File: src/rtl/multicycle_control_pkg.sv
// Shared types and encodings for the multicycle sequencer.
// Latency: n/a (declarations only).
// Backpressure: n/a.
package multicycle_control_pkg;

    typedef enum logic [3:0] {
        FETCH,
        DECODE,
        EXEC_R,
        EXEC_I,
        MEM_ADDR,
        MEM_LD,
        MEM_ST,
        WB_ALU,
        WB_LD,
        BRANCH,
        TRAP
    } state_t;

    localparam logic [6:0] OP_R      = 7'b0110011;
    localparam logic [6:0] OP_I      = 7'b0010011;
    localparam logic [6:0] OP_LOAD   = 7'b0000011;
    localparam logic [6:0] OP_STORE  = 7'b0100011;
    localparam logic [6:0] OP_BRANCH = 7'b1100011;

    localparam logic [1:0] ALU_ADD   = 2'b00;
    localparam logic [1:0] ALU_SUB   = 2'b01;
    localparam logic [1:0] ALU_FUNCT = 2'b10;

    localparam logic [1:0] SRCA_PC    = 2'b00;
    localparam logic [1:0] SRCA_RS1   = 2'b01;
    localparam logic [1:0] SRCA_OLDPC = 2'b10;

    localparam logic [1:0] SRCB_RS2  = 2'b00;
    localparam logic [1:0] SRCB_FOUR = 2'b01;
    localparam logic [1:0] SRCB_IMM  = 2'b10;

endpackage

File: src/rtl/multicycle_control_retire_counter.sv
// Retired-instruction counter, wraps modulo 2^CNT_W.
// Latency: count reflects an enable on the following clock edge.
// Backpressure: none; counts every cycle en is high, reset has priority.
module retire_counter #(
    parameter int CNT_W = 32
) (
    input  logic             clk,
    input  logic             reset,
    input  logic             en,
    output logic [CNT_W-1:0] count
);

    logic [CNT_W-1:0] count_q;
    logic [CNT_W-1:0] count_d;

    // Next count: clear on reset, otherwise bump when enabled.
    always_comb begin
        count_d = count_q;
        if (reset) begin
            count_d = '0;
        end else if (en) begin
            count_d = count_q + CNT_W'(1);
        end
    end

    // Count register.
    always_ff @(posedge clk) begin
        count_q <= count_d;
    end

    assign count = count_q;

endmodule

File: src/rtl/multicycle_control.sv
// Multicycle RISC-V sequencer driving shared memory port and ALU.
// Latency: R/I/store 4 cycles, load 5, branch 3 with zero-wait memory.
// Backpressure: FETCH, MEM_LD and MEM_ST hold strobes until mem_ready.
module multicycle_control
    import multicycle_control_pkg::*;
#(
    parameter bit BNE_MODE = 1'b1,
    parameter int CNT_W    = 32
) (
    input  logic             clk,
    input  logic             reset,
    input  logic [6:0]       opcode,
    input  logic             zero,
    input  logic             mem_ready,
    output logic             MemRead,
    output logic             MemWrite,
    output logic             IorD,
    output logic             IRWrite,
    output logic             PCWrite,
    output logic             PCSource,
    output logic [1:0]       ALUSrcA,
    output logic [1:0]       ALUSrcB,
    output logic [1:0]       AluOp,
    output logic             RegWrite,
    output logic             MemToReg,
    output logic             illegal,
    output logic [CNT_W-1:0] instr_retired
);

    state_t state_q;
    state_t state_d;
    logic   illegal_q;
    logic   illegal_d;
    logic   retire;

    // State and sticky illegal-opcode flag.
    always_ff @(posedge clk) begin
        if (reset) begin
            state_q   <= FETCH;
            illegal_q <= 1'b0;
        end else begin
            state_q   <= state_d;
            illegal_q <= illegal_d;
        end
    end

    // Next-state and control decode; everything defaults to idle.
    always_comb begin
        state_d   = state_q;
        retire    = 1'b0;
        MemRead   = 1'b0;
        MemWrite  = 1'b0;
        IorD      = 1'b0;
        IRWrite   = 1'b0;
        PCWrite   = 1'b0;
        PCSource  = 1'b0;
        ALUSrcA   = SRCA_PC;
        ALUSrcB   = SRCB_RS2;
        AluOp     = ALU_ADD;
        RegWrite  = 1'b0;
        MemToReg  = 1'b0;
        case (state_q)
            FETCH: begin
                // ALU computes PC+4 while the instruction is read.
                MemRead = 1'b1;
                ALUSrcB = SRCB_FOUR;
                if (mem_ready) begin
                    IRWrite = 1'b1;
                    PCWrite = 1'b1;
                    state_d = DECODE;
                end
            end
            DECODE: begin
                // Speculatively form the branch target in ALUOut.
                ALUSrcA = SRCA_OLDPC;
                ALUSrcB = SRCB_IMM;
                case (opcode)
                    OP_R:                state_d = EXEC_R;
                    OP_I:                state_d = EXEC_I;
                    OP_LOAD, OP_STORE:   state_d = MEM_ADDR;
                    OP_BRANCH:           state_d = BRANCH;
                    default:             state_d = TRAP;
                endcase
            end
            EXEC_R: begin
                ALUSrcA = SRCA_RS1;
                ALUSrcB = SRCB_RS2;
                AluOp   = ALU_FUNCT;
                state_d = WB_ALU;
            end
            EXEC_I: begin
                ALUSrcA = SRCA_RS1;
                ALUSrcB = SRCB_IMM;
                AluOp   = ALU_FUNCT;
                state_d = WB_ALU;
            end
            MEM_ADDR: begin
                ALUSrcA = SRCA_RS1;
                ALUSrcB = SRCB_IMM;
                AluOp   = ALU_ADD;
                state_d = (opcode == OP_STORE) ? MEM_ST : MEM_LD;
            end
            MEM_LD: begin
                MemRead = 1'b1;
                IorD    = 1'b1;
                if (mem_ready) begin
                    state_d = WB_LD;
                end
            end
            MEM_ST: begin
                MemWrite = 1'b1;
                IorD     = 1'b1;
                if (mem_ready) begin
                    retire  = 1'b1;
                    state_d = FETCH;
                end
            end
            WB_ALU: begin
                RegWrite = 1'b1;
                retire   = 1'b1;
                state_d  = FETCH;
            end
            WB_LD: begin
                RegWrite = 1'b1;
                MemToReg = 1'b1;
                retire   = 1'b1;
                state_d  = FETCH;
            end
            BRANCH: begin
                // Compare rs1/rs2; PC loads the target held in ALUOut.
                ALUSrcA  = SRCA_RS1;
                ALUSrcB  = SRCB_RS2;
                AluOp    = ALU_SUB;
                PCSource = 1'b1;
                PCWrite  = zero ^ BNE_MODE;
                retire   = 1'b1;
                state_d  = FETCH;
            end
            TRAP: begin
                state_d = TRAP;
            end
            default: begin
                state_d = FETCH;
            end
        endcase
        illegal_d = illegal_q | (state_d == TRAP);
    end

    assign illegal = illegal_q;

    retire_counter #(
        .CNT_W (CNT_W)
    ) u_retire_counter (
        .clk   (clk),
        .reset (reset),
        .en    (retire),
        .count (instr_retired)
    );

endmodule

File: config.mk
export PLATFORM = sky130hd
export DESIGN_NAME = multicycle_control
export DESIGN_NICKNAME = d
export VERILOG_FILES = /design/src/rtl/multicycle_control_pkg.sv /design/src/rtl/multicycle_control_retire_counter.sv /design/src/rtl/multicycle_control.sv
export SDC_FILE = /design/constraint.sdc
export NUM_CORES = 1
export LEC_CHECK = 0
export CORE_MARGIN = 5
export CORE_UTILIZATION = 50
export CTS_BUF_LIST = sky130_fd_sc_hd__clkbuf_8
export DETAILED_ROUTE_END_ITERATION = 16
export PLACE_DENSITY_LB_ADDON = 0.12
export SYNTH_ARGS = -nofsm -noshare
export SYNTH_HDL_FRONTEND = slang
export SYNTH_HIERARCHICAL = 1
export SYNTH_SLANG_ARGS = --single-unit
File: constraint.sdc
create_clock -name clk -period 2.9 [get_ports clk]
set_input_delay 0.435 -clock clk [delete_from_list [all_inputs] [get_ports clk]]
set_output_delay 0.435 -clock clk [all_outputs]
set_load 0.02 [all_outputs]
== Word-level counts from Yosys, hierarchy flattened ==
Cells that the tools add are included.

* Register bits: 37
* Input port bits: 11
* Output and inout port bits: 47
* Logic and storage cells: 50

* Add/subtract/negate cells: 1
* Eq/ne operators: 16
* Multiplexer cells: 19
* Bitwise operators: 2
* Reduce and logical (&&, ||, !) cells: 9

{| class="wikitable"
|+ Operators with widths
! kind !! number
|-
| 32-bit by 1-bit adder with 32-bit output, second input constant || 1
|-
| 4-bit case mux with 7 select lines || 1
|-
| 4-bit by 3-bit == test with 1-bit output, second input constant || 4
|-
| 4-bit == test, second input constant || 4
|-
| 4-bit case mux with 4 select lines || 1
|-
| 7-bit by 6-bit == test with 1-bit output, second input constant || 2
|-
| 4-bit 2-to-1 mux || 3
|-
| 2-bit case mux with 2 select lines || 3
|-
| 2-bit OR reduction || 5
|-
| 4-bit by 2-bit == test with 1-bit output, second input constant || 2
|-
| 1-bit 2-to-1 mux || 8
|-
| 7-bit by 2-bit == test with 1-bit output, second input constant || 1
|-
| 7-bit by 5-bit == test with 1-bit output, second input constant || 1
|-
| 7-bit == test, second input constant || 1
|-
| 3-bit OR reduction || 2
|-
| 4-bit by 1-bit == test with 1-bit output, second input constant || 1
|-
| 4-bit logical NOT || 1
|-
| 1-bit case mux with 2 select lines || 2
|-
| 4-bit OR reduction || 1
|-
| 2-bit 2-to-1 mux || 1
|-
| 1-bit NOT || 1
|-
| 1-bit OR || 1
|}

== Depth between registers and ports, before layout ==
Gate-level depths: netlist of the first run.

* Depth after elaboration: 6
* Mapped depth: 10
* Mapped depth without buffers: 7

== Modules after synthesis ==
Netlist of the first run, hierarchy kept.

{| class="wikitable"
|+ Modules (own cells, without submodules)
! module !! instances !! cells each !! area each (um2) !! seq. area each (um2)
|-
| retire_counter || 1 || 181 || 1564.0 || 640.6
|-
| multicycle_control || 1 || 80 || 599.3 || 100.1
|}

== Worst setup path before layout of the first run ==
OpenSTA, ideal clock, no wires.

* Kind: register -> register
* Start: register state_q[2]
* End: register u_retire_counter.count_q[27], in the netlist u_retire_counter/count[27]
* Library setup time: 0.121 ns
* Data arrival time: 2.174 ns
* Data required time: 2.779 ns
* Setup slack: 0.606 ns
* Cell stages (with the launch flop): 10
* Buffers on the path: 3
* Period minus slack after synthesis: 2.294 ns
* Path through: dfxtp_1 -> buf_6 -> nand2b_1 -> o22ai_1 -> buf_2 -> and4_1 -> buf_2 -> nand4_1 -> nor3b_1 -> mux2_2

* Word-level cells in the longest chain between the ends: 3
* Elaborated cells on any way between the ends: 6
* Classes of those cells: eq/ne: 4; mux: 1; reduce/logical: 1

{| class="wikitable"
|+ Ends and longest elaborated chain
! element !! line !! text
|-
| start, declared || multicycle_control.sv:30 || <nowiki>state_t state_q;</nowiki>
|-
| start signal, assigned || multicycle_control.sv:42 || <nowiki>state_q <= state_d;</nowiki>
|-
| 4-bit == test / 4-bit by 3-bit == test with 1-bit output (equally long branches) || multicycle_control.sv:62 || <nowiki>case (state_q)</nowiki>
|-
| 3-bit OR reduction (no source line) || n/a ||
|-
| 1-bit case mux with 2 select lines (*) || multicycle_control.sv:62 ||
|-
| via retire || multicycle_control.sv:34 || <nowiki>logic retire;</nowiki>
|-
| end signal, assigned || multicycle_control_retire_counter.sv:28 || <nowiki>count_q <= count_d;</nowiki>
|-
| end, declared || multicycle_control_retire_counter.sv:13 || <nowiki>logic [CNT_W-1:0] count_q;</nowiki>
|}

The timed path passes the listed nets; every way through them passes the cells marked *.
A chain may end at the register's enable or synchronous reset.

== Worst setup path in the final report of the first run ==
* Start: register state_q[1]
* End: output port PCWrite

* Word-level cells in the longest chain between the ends: 2
* Elaborated cells on any way between the ends: 3
* Classes of those cells: eq/ne: 1; mux: 1; reduce/logical: 1

{| class="wikitable"
|+ Ends and longest elaborated chain
! element !! line !! text
|-
| 4-bit == test / 4-bit logical NOT (equally long branches) || multicycle_control.sv:62 ||
|-
| 1-bit case mux with 2 select lines (*) || multicycle_control.sv:62 ||
|-
| end, declared || multicycle_control.sv:19 || <nowiki>output logic PCWrite,</nowiki>
|}

Every way passes the cells marked *; elsewhere a longest branch is shown, timed or not.

==> flow_metrics.tcl, run 1 <==
set metrics [dict create \
    slew_viol_final 0 \
    grt_max_degree 44 \
    ctsHoldBuffers 0 \
    nNetsFinal 326 \
    routed_via_density 5.42 \
    cts_max_path_buffers 2 \
    peakVddDrop_v 0.000846 \
    ys_top_cells_by_count "dfxtp_1, nor2_1, nor3_1, a21oi_1, nand2_1" \
    power_frac_comb_pct 47.6 \
    numCtsBuffers 5 \
    ff_latch_area_sq_um 741 \
    ioPinCount 58 \
    synth_fp_nets 273 \
    critPathMaxStageDelay_ns 0.59 \
    dr_wl_met3_um 276 \
    fin_skew_ns 0.00888 \
    multi_input_area_sq_mm 0.00129 \
    cts_sinks 37 \
    timing_worst_setup_path_type "flop to output pin" \
    syn_avg_cell_area_sq_um 8.29 \
    rsz0062_at_grt "false" \
    cts_resized 0 \
    hold_viol_final 0 \
    power_density_mw_per_mm2 645 \
    drive_above_1_share_pct 11.7 \
    finalNonFillerCells 367 \
    top_layer "met4" \
    yosysTopAreaCellShare_pct 34.2 \
    synth-warning-count 6 \
    antenna_cells 0 \
    timing.final.ws_setup_ns 0.317 \
    drtIter0Drc 90 \
    rrSetupSlack_ns 0.46 \
    critPathLaunch "state_q[1]" \
    async_flop_share_pct 0 \
    pwr-share-clk_pct 18.7 \
    max_freq_ghz 0.387 \
    synth-seq-cells 37 \
    fp.dieArea_sq_mm 0.00574 \
    die_h_um 75.8 \
    synth_sequential_area_ratio_pct 34.2 \
    grt_pass1_wl_mm 8.22 \
    synth.distinct_cells 52 \
    antenna_found_initial 0 \
    intPower_mw 1.12 \
    cts_root_buf "clkbuf_8" \
    arrival_ns 2.15 \
    grt_pass1_vias 1859 \
    worst_pin_slew_ns 0.530 \
    r2r-start "state_q[1]" \
    port_buffers 57 \
    crit_path_max_fanout 14 \
    wl_met2_mm 2.27 \
    synth_ff_type "dfxtp_1" \
    p_seq_share_pct 33.7 \
    dr.pass1.iters 4 \
    p_sw_uw 700 \
    drcViolationCount 0 \
    maxCapViolations 0 \
    crit_path_cell_trace "buf_4, nand2b_4, nor3_1, or2_2, clkdlybuf4s50_1" \
    r2r-end "u_retire_counter/count[27]" \
    rows 24 \
    whs_ns 0.468 \
    m1WireLength_mm 2.22 \
    cp.required_ns 2.47 \
    power.static_leakage_nw 0.984 \
    status "finished clean" \
    synth_top_cell_by_area "dfxtp_1" \
    hold_class "flop to flop" \
    syn_area_sq_mm 0.00216 \
    antenna_left 0 \
    htree_num_levels 2 \
    dp_hpwl_mm 3.54 \
    syn_to_final_growth_pct 30.4 \
    slew-limit-headroom_pct 64.6 \
    final.period_utilization_pct 89.1 \
    startpoint_type "flop" \
    cts_tree "yes" \
    track_usage_pct 18.2 \
    cts_setup_buffers 0 \
    clkTransAtPathRegs_ns 0.06 \
    final.setup.tns_ns 0 \
    fin_crit_ns 2.58 \
    placed_cells 359 \
    netlist_instances 261 \
    finalWeightedCongestion 0.823 \
    worstRegToRegCells 6 \
    utilization_pct 66.1 \
    synthTopCellsByArea "dfxtp_1, nor2_1, mux2_2, xor2_1, nor2b_1" \
    setup_violations 0 \
    synth-edff-count 0 \
    clk_latency_ns 0.29 \
    cp_slowest_cell "dfxtp_1" \
    initial_core_util_pct 50.7 \
    wirelength_mm 4.84 \
    vias 1990 \
    die_w_um 75.8 \
    wl_per_cell_um 13.2 \
    crit_end "PCWrite" \
    overflow 0 \
    dp_slack_ns 0.161 \
    crit_path_end_kind "output pin" \
    fillers 394 \
    switching_share_pct 38.5 \
    core-area_sq_mm 0.00426 \
]
==> flip-flops by register name, summed over array words and instances, names as in the netlist <==
name                    cells
u_retire_counter/count     32
state_q                     4
illegal                     1
==> metal layers <==
metal / track usage (%) / up-vias
li1: - / 1023
met1: 23.7 / 909
met2: 28.1 / 50
met3: 5.28 / 8
met4: 7.38 / 0
met5: 0 / -
==> critical path, delay by kind of cell, from the launching register on <==
family | cells | cell delay (ns)
flops | 1 | 0.59
simple gates | 3 | 0.51
buf+inv | 2 | 0.76
==> power by group through the flow <==
| stage | clock network (mW) | registers, mW | logic, mW |
|---|---|---|---|
| 3_3_place_gp | 0 | 0.623 | 0.863 |
| 5_1_grt | 0.373 | 0.624 | 0.948 |
| 6_report | 0.340 | 0.613 | 0.866 |
| 4_1_cts | 0.351 | 0.614 | 0.871 |
| 2_1_floorplan | 0 | 0.599 | 0.597 |
| 3_5_place_dp | 0 | 0.625 | 0.862 |
==> through the flow <==
step | area (sq um) | power (mW)
after floorplan | 2160 | 1.20
after global placement | 2740 | 1.49
after detailed placement | 2740 | 1.49
after CTS | 2820 | 1.84
after global routing | 2820 | 1.94
final | 2820 | 1.82
==> logic make-up after synthesis <==
| group | synth area share [%] |
|---|---|
| AOI/OAI and AO/OA | 11.0 |
| adders and majority gates | 0.578 |
| muxes | 6.71 |
| DFF | 34.2 |
| xor gates and xnor gates | 5.67 |
| and+or+nand+nor | 35.6 |
| buffers and inverters | 6.13 |
==> how the worst min path moves through the flow <==
stage	from	to	cells past startpoint
detailed placement	illegal	illegal	1
CTS	illegal	illegal	1
finish	illegal	illegal	1
global route	illegal	illegal	1
floorplan	u_retire_counter/count[22]	u_retire_counter/count[22]	2
global placement	illegal	illegal	1
==> placed cells by master, fill, tap and decap left out, types with 4 or more instances in the layout <==
master           instances
nor2b_1                 12
dfxtp_1                 37
o21ai_0                  5
nor2_1                  37
xnor2_1                  4
a21oi_1                 13
nand4_1                 11
nand3_1                 10
mux2_2                  10
xor2_1                  10
or3_1                    4
buf_4                    5
inv_1                    9
nor3_1                  14
clkbuf_8                 5
clkdlybuf4s50_1         57
nand2b_1                 6
nand2_1                 13
==> area by class of cell <==
class	instances	share of cell area, %
Multi-Input combinational cell	199	45.7
Timing Repair Buffer	62	21.6
Sequential cell	37	26.3
Tap cell	52	2.31
Clock buffer	5	2.44
Inverter	9	1.20
Clock inverter	3	0.488
(Power assumes the default switching activity.)
==> inputs of run 2 (changes only) <==
Settings changed: CORE_UTILIZATION 50 to 49, SYNTH_HIERARCHICAL 1 to default.
==> run 2 against run 1 <==
  * Clock skew grew 0.0013 ns
  * Register-to-register slack better by 0.09 ns
  * Count of clock-buffer cells in the layout stayed put
  * Non-clock buffer count is 2 higher
  * Sequential power about the same
  * Sequential share of layout area rose by 0.82 points
  * Synthesized cell count decreased by 0.38%
  * Global-route usage rose by 0.55 points
  * Total power is 14% lower
  * Fmax down 2.7%
  * Routed wire length increased by 3.9%
  * Clock power grew 1%
  * Critical path type unchanged
  * Highest routed layer unchanged
==> flow_metrics.tcl, run 2 <==
set metrics [dict create \
    grt_pass1_vias 1849 \
    hold_class "flop to flop" \
    syn_to_final_growth_pct 32.7 \
    synth_ff_type "dfxtp_1" \
    synth-warning-count 0 \
    cts_root_buf "clkbuf_8" \
    cts_max_path_buffers 2 \
    dp_slack_ns 0.413 \
    placed_cells 356 \
    cts_tree "yes" \
    numCtsBuffers 5 \
    vias 2036 \
    setup_violations 0 \
    final_cell_mix "clkdlybuf4s50_1, nor2_1, dfxtp_1, nand2_1, a21oi_1" \
    crit_path_max_fanout 20 \
    die_w_um 74.9 \
    status "finished clean" \
    startpoint_type "flop" \
    final.period_utilization_pct 91.6 \
    nNetsFinal 325 \
    antenna_found_initial 0 \
    postLayoutCellArea_sq_mm 0.00274 \
    arrival_ns 2.22 \
    final_common_cell "clkdlybuf4s50_1" \
    ctsHoldBuffers 0 \
    htree_num_levels 2 \
    slew_viol_final 0 \
    synth-edff-count 0 \
    syn_area_sq_mm 0.00206 \
    finalWeightedCongestion 0.861 \
    routed_via_density 5.59 \
    dp_hpwl_mm 3.69 \
    yosysTopAreaCellShare_pct 35.9 \
    synth_sequential_area_ratio_pct 35.9 \
    rrSetupSlack_ns 0.55 \
    syn_avg_cell_area_sq_um 7.93 \
    async_flop_share_pct 0 \
    maxCapViolations 0 \
    synth-seq-cells 37 \
    clk_latency_ns 0.29 \
    critPathLaunch "state_q[2]" \
    cp.required_ns 2.47 \
    synth.distinct_cells 44 \
    netlist_instances 260 \
    rows 23 \
    hold_viol_final 0 \
    grt_pass1_wl_mm 8.41 \
    fin_skew_ns 0.0101 \
    synthTopCellsByArea "dfxtp_1, nor2_1, xnor2_1, a21oi_1, xor2_1" \
    largest_reg_flops 32 \
    overflow 0 \
    cts_setup_buffers 0 \
    clkTransAtPathRegs_ns 0.08 \
    wl_per_cell_um 13.8 \
    dr.pass1.iters 4 \
    worstRegToRegCells 5 \
    ys_top_cells_by_count "dfxtp_1, nor2_1, a21oi_1, nand2_1, xnor2_1" \
    slew-limit-headroom_pct 57.1 \
    antenna_left 0 \
    timing.final.ws_setup_ns 0.245 \
    synth_fp_nets 272 \
    drtIter0Drc 116 \
    rsz0062_at_grt "false" \
    worst_pin_slew_ns 0.643 \
    initial_core_util_pct 51.1 \
    r2r-start "state_q[2]" \
    crit_end "ALUSrcA[0]" \
    fp.dieArea_sq_mm 0.00560 \
    synth_top_cell_by_area "dfxtp_1" \
    final.setup.tns_ns 0 \
    drive_above_1_share_pct 6.37 \
    drcViolationCount 0 \
    track_usage_pct 18.7 \
    peakVddDrop_v 0.000345 \
    port_buffers 57 \
    antenna_cells 0 \
    cts_sinks 37 \
    fin_crit_ns 2.66 \
    wirelength_mm 5.03 \
    die_h_um 74.9 \
    placed_area_sq_mm 0.00265 \
    cts_resized 0 \
    power.static_leakage_nw 0.908 \
    ioPinCount 58 \
    r2r-end "u_retire_counter.count[21]" \
    core-area_sq_mm 0.00403 \
    crit_path_end_kind "output pin" \
    timing_worst_setup_path_type "flop to output pin" \
    power_density_mw_per_mm2 570 \
    max_freq_ghz 0.377 \
    finalNonFillerCells 364 \
    grt_max_degree 21 \
]
==> run 2: cell types whose count changed in the layout (fill, tap and decap cells not counted), sizes merged, moves of 3 or more <==
cell / previous run / this run
mux2: 12 / 1
xnor2: 4 / 13
nor3: 15 / 8
nor2b: 12 / 6
nor4: 4 / 10
nand2: 13 / 18
a21oi: 14 / 18
o21ai: 8 / 4
o31ai: 3 / 6
==> run 2: final cells by class <==
cell class / instances / area, sq um
flip-flops and latches: 37 / 741
clock inverters: 3 / 13.8
well taps: 50 / 62.6
repair buffers: 64 / 623
multi-input cells: 198 / 1200
clock buffers: 5 / 68.8
fillers: 359 / 1290
inverters: 7 / 26.3
==> run 2: layer usage <==
metal	wire length [um]	global-route usage, %
met3	248	3.60
met5	0	0
met2	2310	29.7
met1	2430	26.1
met4	40	4.74
==> run 2: per-stage QoR <==
stage               power (mW)  hold WS, ns  utilization (%)
global placement          1.23        0.442             65.8
detailed placement        1.23        0.475             65.8
global route              1.66        0.540             67.9
finish                    1.56        0.485             67.9
CTS                       1.57        0.496             67.9
floorplan                0.997        0.551                -
==> run 2: cells by family (layout without fill, tap and decap cells) <==
| kind of cell | after synthesis | count (layout) | share of synthesized area [%] |
|---|---|---|---|
| AOI/OAI and AO/OA | 43 | 43 | 13.1 |
| xor gates and xnor gates | 22 | 22 | 9.35 |
| adders and majority gates | 1 | 1 | 0.607 |
| buffers and inverters | 25 | 79 | 5.83 |
| DFF | 37 | 37 | 35.9 |
| muxes | 1 | 1 | 0.546 |
| and+or+nand+nor | 131 | 131 | 34.7 |
==> run 2: worst min-delay path by stage <==
stage,from,to,slack (ns),cells past startpoint
floorplan,illegal,illegal,0.55,2
global placement,illegal,illegal,0.44,2
detailed placement,illegal,illegal,0.47,2
CTS,illegal,illegal,0.50,2
global route,illegal,illegal,0.54,2
finish,illegal,illegal,0.48,2
==> run 2: critical path, stage by stage (launching register included) <==
cell             delay [ns]
dfxtp_1                0.73
nor2b_1                0.32
a21oi_1                0.11
o22ai_1                0.14
clkdlybuf4s50_1        0.63
==> run 2: power breakdown <==
group,switching (mW),internal [mW]
combinational,0.315,0.286
clock,0.181,0.163
sequential,0.0802,0.534
